[config.mk]
export PLATFORM = sky130hd
export DESIGN_NAME = reg_sequencer
export DESIGN_NICKNAME = d
export VERILOG_FILES = /design/src/rtl/reg_sequencer.sv
export SDC_FILE = /design/constraint.sdc
export NUM_CORES = 1
export LEC_CHECK = 0
export ABC_AREA = 1
export BUFFER_PORTS_ARGS = -buffer_cell sky130_fd_sc_hd__buf_2
export CORE_MARGIN = 2
export CORE_UTILIZATION = 49
export CTS_BUF_LIST = sky130_fd_sc_hd__clkbuf_2
export DETAILED_ROUTE_END_ITERATION = 10
export PLACE_DENSITY = 0.74
export SYNTH_ARGS = -nofsm -noshare
export SYNTH_HDL_FRONTEND = slang
export SYNTH_SLANG_ARGS = --single-unit
[constraint.sdc]
create_clock -name clk -period 1.1 [get_ports clk]
set_input_delay 0.165 -clock clk [delete_from_list [all_inputs] [get_ports clk]]
set_output_delay 0.165 -clock clk [all_outputs]
set_load 0.005 [all_outputs]
[src/rtl/reg_sequencer.sv]
// Control sequencer for the X/Y/Z datapath registers and the ULA: accepts one command,
// issues transfer codes over one or more cycles, then pulses done. Optional SEQ_QUEUE_EN
// adds a one-entry command buffer.
module reg_sequencer #(
    parameter int unsigned AMT_W = 2
) (
    input  logic             clk,
    input  logic             rst_n,
    input  logic             start,
    input  logic [2:0]       opcode,
    input  logic [AMT_W-1:0] amt,
    output logic             cmd_ready,
    output logic [2:0]       tx,
    output logic [2:0]       ty,
    output logic [2:0]       tz,
    output logic [1:0]       ula_sel,
    output logic             busy,
    output logic             done
);

    typedef enum logic [1:0] {StIdle, StExec, StShift, StDone} state_e;

    localparam logic [2:0] XHold   = 3'b000;
    localparam logic [2:0] XLoad   = 3'b001;
    localparam logic [2:0] XShiftR = 3'b010;
    localparam logic [2:0] XShiftL = 3'b011;
    localparam logic [2:0] XReset  = 3'b100;

    localparam logic [1:0] UlaPass = 2'b00;
    localparam logic [1:0] UlaAdd  = 2'b01;
    localparam logic [1:0] UlaSub  = 2'b10;

    localparam logic [2:0] OpNop  = 3'b000;
    localparam logic [2:0] OpLdx  = 3'b001;
    localparam logic [2:0] OpLdy  = 3'b010;
    localparam logic [2:0] OpAdd  = 3'b011;
    localparam logic [2:0] OpSub  = 3'b100;
    localparam logic [2:0] OpShrx = 3'b101;
    localparam logic [2:0] OpShlx = 3'b110;
    localparam logic [2:0] OpClr  = 3'b111;

    state_e           state_q;
    logic [2:0]       op_q;
    logic [AMT_W-1:0] amt_q;
    logic [AMT_W-1:0] cnt_q;
    logic [2:0]       tx_q, ty_q, tz_q;
    logic [1:0]       ula_q;
    logic             busy_q;
    logic             done_q;

    logic             launch;
    logic [2:0]       launch_op;
    logic [AMT_W-1:0] launch_amt;
    logic [2:0]       step_tx, step_ty, step_tz;
    logic [1:0]       step_ula;
    logic             exec_more;

`ifdef SEQ_QUEUE_EN
    logic             buf_valid_q;
    logic [2:0]       buf_op_q;
    logic [AMT_W-1:0] buf_amt_q;
    logic             accept;

    // The buffer only fills outside IDLE, so in IDLE it is normally empty and ready stays high.
    assign cmd_ready  = !buf_valid_q;
    assign accept     = start && cmd_ready;
    assign launch_op  = buf_valid_q ? buf_op_q : opcode;
    assign launch_amt = buf_valid_q ? buf_amt_q : amt;
    assign launch     = ((state_q == StIdle) && (buf_valid_q || accept)) ||
                        ((state_q == StDone) && buf_valid_q);

    always_ff @(posedge clk or negedge rst_n) begin
        if (!rst_n) begin
            buf_valid_q <= 1'b0;
            buf_op_q    <= 3'b000;
            buf_amt_q   <= '0;
        end else if (launch && buf_valid_q) begin
            buf_valid_q <= 1'b0;
        end else if (accept && (state_q != StIdle)) begin
            buf_valid_q <= 1'b1;
            buf_op_q    <= opcode;
            buf_amt_q   <= amt;
        end
    end
`else
    assign cmd_ready  = (state_q == StIdle);
    assign launch     = (state_q == StIdle) && start;
    assign launch_op  = opcode;
    assign launch_amt = amt;
`endif

    // EXEC-cycle codes for the command about to start; shifts by zero degrade to HOLD.
    always_comb begin
        step_tx  = XHold;
        step_ty  = XHold;
        step_tz  = XHold;
        step_ula = UlaPass;
        case (launch_op)
            OpNop: ;
            OpLdx: step_tx = XLoad;
            OpLdy: step_ty = XLoad;
            OpAdd: begin
                step_ula = UlaAdd;
                step_tz  = XLoad;
            end
            OpSub: begin
                step_ula = UlaSub;
                step_tz  = XLoad;
            end
            OpShrx: if (launch_amt != '0) step_tx = XShiftR;
            OpShlx: if (launch_amt != '0) step_tx = XShiftL;
            OpClr: begin
                step_tx = XReset;
                step_ty = XReset;
                step_tz = XReset;
            end
            default: ;
        endcase
    end

    assign exec_more = ((op_q == OpShrx) || (op_q == OpShlx)) && (amt_q > AMT_W'(1));

    always_ff @(posedge clk or negedge rst_n) begin
        if (!rst_n) begin
            state_q <= StIdle;
            op_q    <= 3'b000;
            amt_q   <= '0;
            cnt_q   <= '0;
            tx_q    <= XHold;
            ty_q    <= XHold;
            tz_q    <= XHold;
            ula_q   <= UlaPass;
            busy_q  <= 1'b0;
            done_q  <= 1'b0;
        end else if (launch) begin
            state_q <= StExec;
            op_q    <= launch_op;
            amt_q   <= launch_amt;
            cnt_q   <= launch_amt;
            tx_q    <= step_tx;
            ty_q    <= step_ty;
            tz_q    <= step_tz;
            ula_q   <= step_ula;
            busy_q  <= 1'b1;
            done_q  <= 1'b0;
        end else begin
            case (state_q)
                StIdle: ;
                StExec: begin
                    if (exec_more) begin
                        // tx keeps its shift code; cnt counts shifts still to issue.
                        state_q <= StShift;
                        cnt_q   <= cnt_q - AMT_W'(1);
                    end else begin
                        state_q <= StDone;
                        tx_q    <= XHold;
                        ty_q    <= XHold;
                        tz_q    <= XHold;
                        ula_q   <= UlaPass;
                        busy_q  <= 1'b0;
                        done_q  <= 1'b1;
                    end
                end
                StShift: begin
                    if (cnt_q == AMT_W'(1)) begin
                        state_q <= StDone;
                        tx_q    <= XHold;
                        busy_q  <= 1'b0;
                        done_q  <= 1'b1;
                    end else begin
                        cnt_q <= cnt_q - AMT_W'(1);
                    end
                end
                StDone: begin
                    state_q <= StIdle;
                    done_q  <= 1'b0;
                end
                default: state_q <= StIdle;
            endcase
        end
    end

    assign tx      = tx_q;
    assign ty      = ty_q;
    assign tz      = tz_q;
    assign ula_sel = ula_q;
    assign busy    = busy_q;
    assign done    = done_q;

endmodule

# Word level (Yosys, flattened, before mapping)
# Cells that the tools add are included.
[op_classes]
reduce_logical = 14
n_eq_ne = 18
mux = 32
n_lt_le_gt_ge = 1
addsub = 1
[ops]
columns = ["operator", "n"]
rows = [
  ["two-way mux 2 bit", 10],
  ["== test 3 bit, second input constant", 6],
  ["two-way mux 3 bit", 6],
  ["case mux 3 bit (2 select lines)", 3],
  ["inequality test 3 bit, second input constant", 4],
  ["case mux 3 bit (4 select lines)", 1],
  ["AND reduction 3 bit", 3],
  ["case mux 2 bit (2 select lines)", 2],
  ["two-way mux 1 bit", 7],
  ["== test 3 x 2 -> 1 bit, second input constant", 2],
  ["case mux 2 bit (3 select lines)", 1],
  ["== test 2 x 1 -> 1 bit, second input constant", 2],
  ["== test 2 bit, second input constant", 2],
  ["AND reduction 2 bit", 2],
  ["nonzero test 2 bit", 2],
  ["nonzero test 4 bit", 1],
  ["== test 3 x 1 -> 1 bit, second input constant", 1],
  ["case mux 1 bit (3 select lines)", 1],
  ["nonzero test 3 bit", 1],
  ["> comparator 2 x 1 -> 1 bit, second input constant", 1],
  ["logical AND 1 bit", 2],
  ["logical NOT 2 bit", 1],
  ["inequality test 2 bit, second input constant", 1],
  ["case mux 1 bit (2 select lines)", 1],
  ["3 further kinds", 3],
]
[word_totals]
out_inout_bits = 14
regBits = 22
elab_cells = 76
inputBits = 8

# Depth between registers and ports, before layout
[depth]
depth_word = 6
depth_mapped = 8
depth_no_buf = 8

# Least setup slack after synthesis
# OpenSTA, ideal clock, no wires.
[synth_timing]
path_kind = "register -> register"
from = "reg cnt_q[0]"
to = "reg cnt_q[0]"
setup_ns = 0.116
arrival_time_ns = 0.950
synth_period_minus_slack_ns = 1.067
path_buffers = 0
path_stages_with_launch = 8
required_time_ns = 0.984
slack_ns = 0.033
path_cell_list = "dfrtp_1 > ha_1 > inv_1 > nor2_1 > a21oi_2 > nand2_1 > nand2_1 > nand2_1"
[synth_between]
elab_chain_len = 4
elab_cells_between_ends = 8
cone_classes = "add/sub: 1; eq/ne: 2; mux: 4; reduce/logical: 1"
[synth_rtl]
columns = ["item", "line", "rtl"]
rows = [
  ["start, declared", "45", "logic [AMT_W-1:0] cnt_q;"],
  ["start signal, assigned", "139", "cnt_q <= launch_amt;"],
  ["start signal, assigned", "153", "cnt_q <= cnt_q - AMT_W'(1);"],
  ["start signal, assigned", "171", "cnt_q <= cnt_q - AMT_W'(1);"],
  ["subtractor 2 x 1 -> 2 bit", "153, 171", ""],
  ["two-way mux 2 bit, on equally long branches", "165, 150", ""],
  ["case mux 2 bit (2 select lines)", "147", "case (state_q)"],
  ["two-way mux 2 bit", "135", "end else if (launch) begin"],
]
# Several ways; a longest one is shown, not always the timed one. The select of a mux whose other input is x is not followed.
# A chain may end at the register's enable or synchronous reset.

# Worst setup path in the final report
[layout_timing]
from = "reg state_q[1]"
to = "out cmd_ready"
[layout_between]
elab_chain_len = 1
[layout_rtl]
columns = ["item", "line", "rtl"]
rows = [
  ["start, declared", "42", "state_e state_q;"],
  ["start signal, assigned", "125", "state_q <= StIdle;"],
  ["start signal, assigned", "136", "state_q <= StExec;"],
  ["start signal, assigned", "152", "state_q <= StShift;"],
  ["logical NOT 2 bit", "86", "assign cmd_ready = (state_q == StIdle);"],
  ["end, declared", "12", "output logic cmd_ready,"],
]
# No other way between the ends.

==> impl.org <==
** Floorplan
- Starting density of the core :: 52.8%
- Die area :: 2240 um2
- Row generation in the floorplan step produced 15 rows.
- Vert. Die Dim :: 47.4 um
- The floorplan step set the die width to 47.4 um.
- Top Ports :: 22
- The total area inside the core boundary comes to 1750 um2.

** Status
- Failing checks :: negative setup slack
- Run status :: complete, but fails checks

** Worst setup path
- Required time at the endpoint of the critical path :: 940 ps
- Critical path launch point type :: flop
- Critical Path End Type :: primary output
- Largest fanout on the critical path :: 4
- Worst Path Class, Setup :: reg2out
- Data on the critical path arrives at its endpoint at 1040 ps.

** Timing
- Hold violation count in the final report :: 0
- Finish-stage setup viols :: 16
- Between clock sinks in the finished design, the worst skew comes to 17.6 ps.
- Timing would allow up to 827 MHz.
- Post-layout min period :: 1210 ps
- Setup slack on the critical path of the routed design comes to -110 ps.
- Setup repair after global routing missed its margin :: true
- After layout, the worst path uses 110% of the clock period.
- Max-slew violations :: 0

** Route
- Number of detailed-route iterations in the first pass :: 4
- The detail route stage leaves a number of antenna-violating nets equal to 0.
- Vias :: 836
- In the routed layout, each cell is associated on average with a via count of 4.86.
- In the final routed layout, each cell accounts on average for 12.3 um.
- DRC violations left :: 0
- The first routing iteration left 18 violations.
- For this block, the routed nets add up to 2.11 mm of wire.

** Yosys
- Post-synthesis sequential area ratio :: 48.9%
- Syn Inst Count :: 115
- Main synth FF type :: sky130_fd_sc_hd__dfrtp_1
- In this run the cell area of the synthesized design comes to 921 um2.
- Synthesized area divided by synthesized cell count :: 8.01 um2
- Distinct cell type count after synthesis :: 20
- Count of warnings emitted by yosys :: 0
- Synthesized flop and latch total :: 18
- Post-synth EDFFs :: 0
- Share of async-settable or async-resettable flops after synthesis :: 100%

** Pwr
- Cell-internal power :: 1.83 mW
- Across the VDD grid, the largest voltage drop is 1.37 mV.
- Combinational power share :: 57.5%
- Clock share of power :: 8.6%
- Switching share of power :: 44.0%
- Total power after layout :: 3.27 mW
- Ratio of total power to cell area :: 2680 nW/um2
- Fraction of power consumed by sequential logic :: 33.8%
- Leakage component of the power :: 0.693 nW
- Psw :: 1.44 mW

** Final layout
- After routing the design area is 1220 um2.
- Filler Cell Count :: 157
- Compared with the post-synthesis result, the final layout area differs by 32.6%.
- Fraction of layout instances using a drive strength above 1 :: 40.8%
- Final core occ :: 70.0%
- The repair_antennas step left the layout with diodes totalling 0.
- Post-layout nets :: 157

** CTS
- In this run, CTS created clock tree buffers numbering 3.
- TritonCTS built the clock tree.
- Clock latency on the worst-skew pair, taken at its later pin, is 310 ps.
- Clock-pin slew reported for the worst setup and hold paths after clock tree synthesis :: 180 ps
- Library cell used as clock root buffer :: sky130_fd_sc_hd__clkbuf_2
- TritonCTS Sinks :: 18
- Number of buffers between clock root and the deepest sink :: 2
- CTS built an H-tree with a depth of 1.

** Placed design
- Cell area after placement :: 1050 um2
- Routability cong. :: 0.819
- During placement, the flow inserted port buffers numbering 19.
- Once detailed placement completed, the half-perimeter wirelength came to 1.43 mm.

** Global routing
- Across every metal layer, demand over resource in global routing totals 21.0%.
- First-pass GRT wire length :: 3.17 mm
- The via count of the first global-routing pass came to 701.
- Entering global routing, the biggest net connects 19 pins.
- Number of antenna violations at the first check in global routing :: 0
- Congestion Overflow GR :: 0

** Run
- Max-cap check violation count :: 0

** Worst hold path
- Worst hold path type :: in2reg
## what timing repair did
item,CTS,global route
pin swaps,5,6
gates resized for setup,15,13
hold endpoints to repair,18,0
endpoints found under the setup margin,17,19
hold buffers,1,0
cloned,1,0
buffers inserted,6,0
## placed cells by master, fill, tap and decap left out, drive strengths merged
cell,instances
a21oi,3
buf,29
clkbuf,3
clkinv,1
conb,2
dfrtp,18
dlygate4sd3,1
ha,1
inv,15
nand2,41
nand3,18
nor2,9
o21ai,5
o31ai,1
## synth_stat cells (2+ instances only)
cell                      instances  area (um2)
sky130_fd_sc_hd__buf_4            3        22.5
sky130_fd_sc_hd__nand2_1         37         139
sky130_fd_sc_hd__a21oi_1          2        10.0
sky130_fd_sc_hd__nand3_2          2        20.0
sky130_fd_sc_hd__dfrtp_1         18         450
sky130_fd_sc_hd__nand2_4          2        22.5
sky130_fd_sc_hd__o21ai_1          3        15.0
sky130_fd_sc_hd__inv_1           12        45.0
sky130_fd_sc_hd__nor2_1           8        30.0
sky130_fd_sc_hd__nand3_1         16        80.1
sky130_fd_sc_hd__inv_2            3        11.3
## routing by layer
| layer | GRT usage [%] | share of wire, % | up-vias |
|---|---|---|---|
| met4 | 8.33 | 1.2 | 0 |
| met5 | 0 | 0 | - |
| li1 | - | - | 423 |
| met1 | 28.8 | 46 | 391 |
| met2 | 34.1 | 50 | 17 |
| met3 | 2.31 | 3.5 | 5 |
## power groups by stage
stage                     clock, mW  combinational [mW]  sequential, mW
after floorplan                   0               0.888            1.10
after global placement            0                1.28            1.10
after detailed placement          0                1.32            1.12
final                         0.283                1.88            1.11
after global routing          0.311                2.08            1.14
after CTS                     0.283                1.72            1.09
## worst max-delay path: stages, from the launching register on
cell and delay [ps]:
sky130_fd_sc_hd__dfrtp_2 470, sky130_fd_sc_hd__nor2_4 150, sky130_fd_sc_hd__buf_2 130
## area by class of cell
cell class	count	area, um2	area share [%]
clock buffers	3	15.0	1.23
clock inverters	1	3.75	0.307
inverters	15	61.3	5.02
multi-input cells	80	462	37.8
flip-flops and latches	18	453	37.1
well taps	25	31.3	2.56
repair buffers	30	195	16.0
## state kept, by name, indices dropped and copies added (netlist names)
register	flops
ula_sel	2
amt_q	1
state_q	2
tz	2
cnt_q	2
ty	1
done	1
busy	1
tx	3
op_q	3
## per-stage QoR
step / TNS (ps) / setup WS (ps) / std cells / hold slack [ps]
after floorplan: 0 / 33.0 / 116 / -131
after global placement: -166 / -48.7 / 160 / 113
after detailed placement: -391 / -76.5 / 160 / 117
after CTS: -585 / -90.9 / 172 / 141
after global routing: -1980 / -168 / 172 / 150
final: -605 / -110 / 172 / 135
## cells by family after synthesis
| group | synth area share, % |
|---|---|
| other cells | 0.407 |
| buf+inv | 9.78 |
| compound gates | 5.98 |
| simple gates | 33.6 |
| flops | 48.9 |
| fa+ha+maj | 1.36 |
## final timing paths
| check | slack (ps) | from | cells after the start | end |
|---|---|---|---|---|
| max | -110 | state_q[1] | 2 | cmd_ready |
| min | 140 | opcode[2] | 3 | ula_sel[1] |
| max reg2reg | -70 | cnt_q[1] | 8 | done |
| min reg2reg | 500 | amt_q[1] | 2 | amt_q[1] |
| max in group asynchronous | 480 | rst_n | 2 | state_q[1] |
| min in group asynchronous | 290 | rst_n | 2 | done |
No activity file was read; power rests on OpenSTA's default activity.
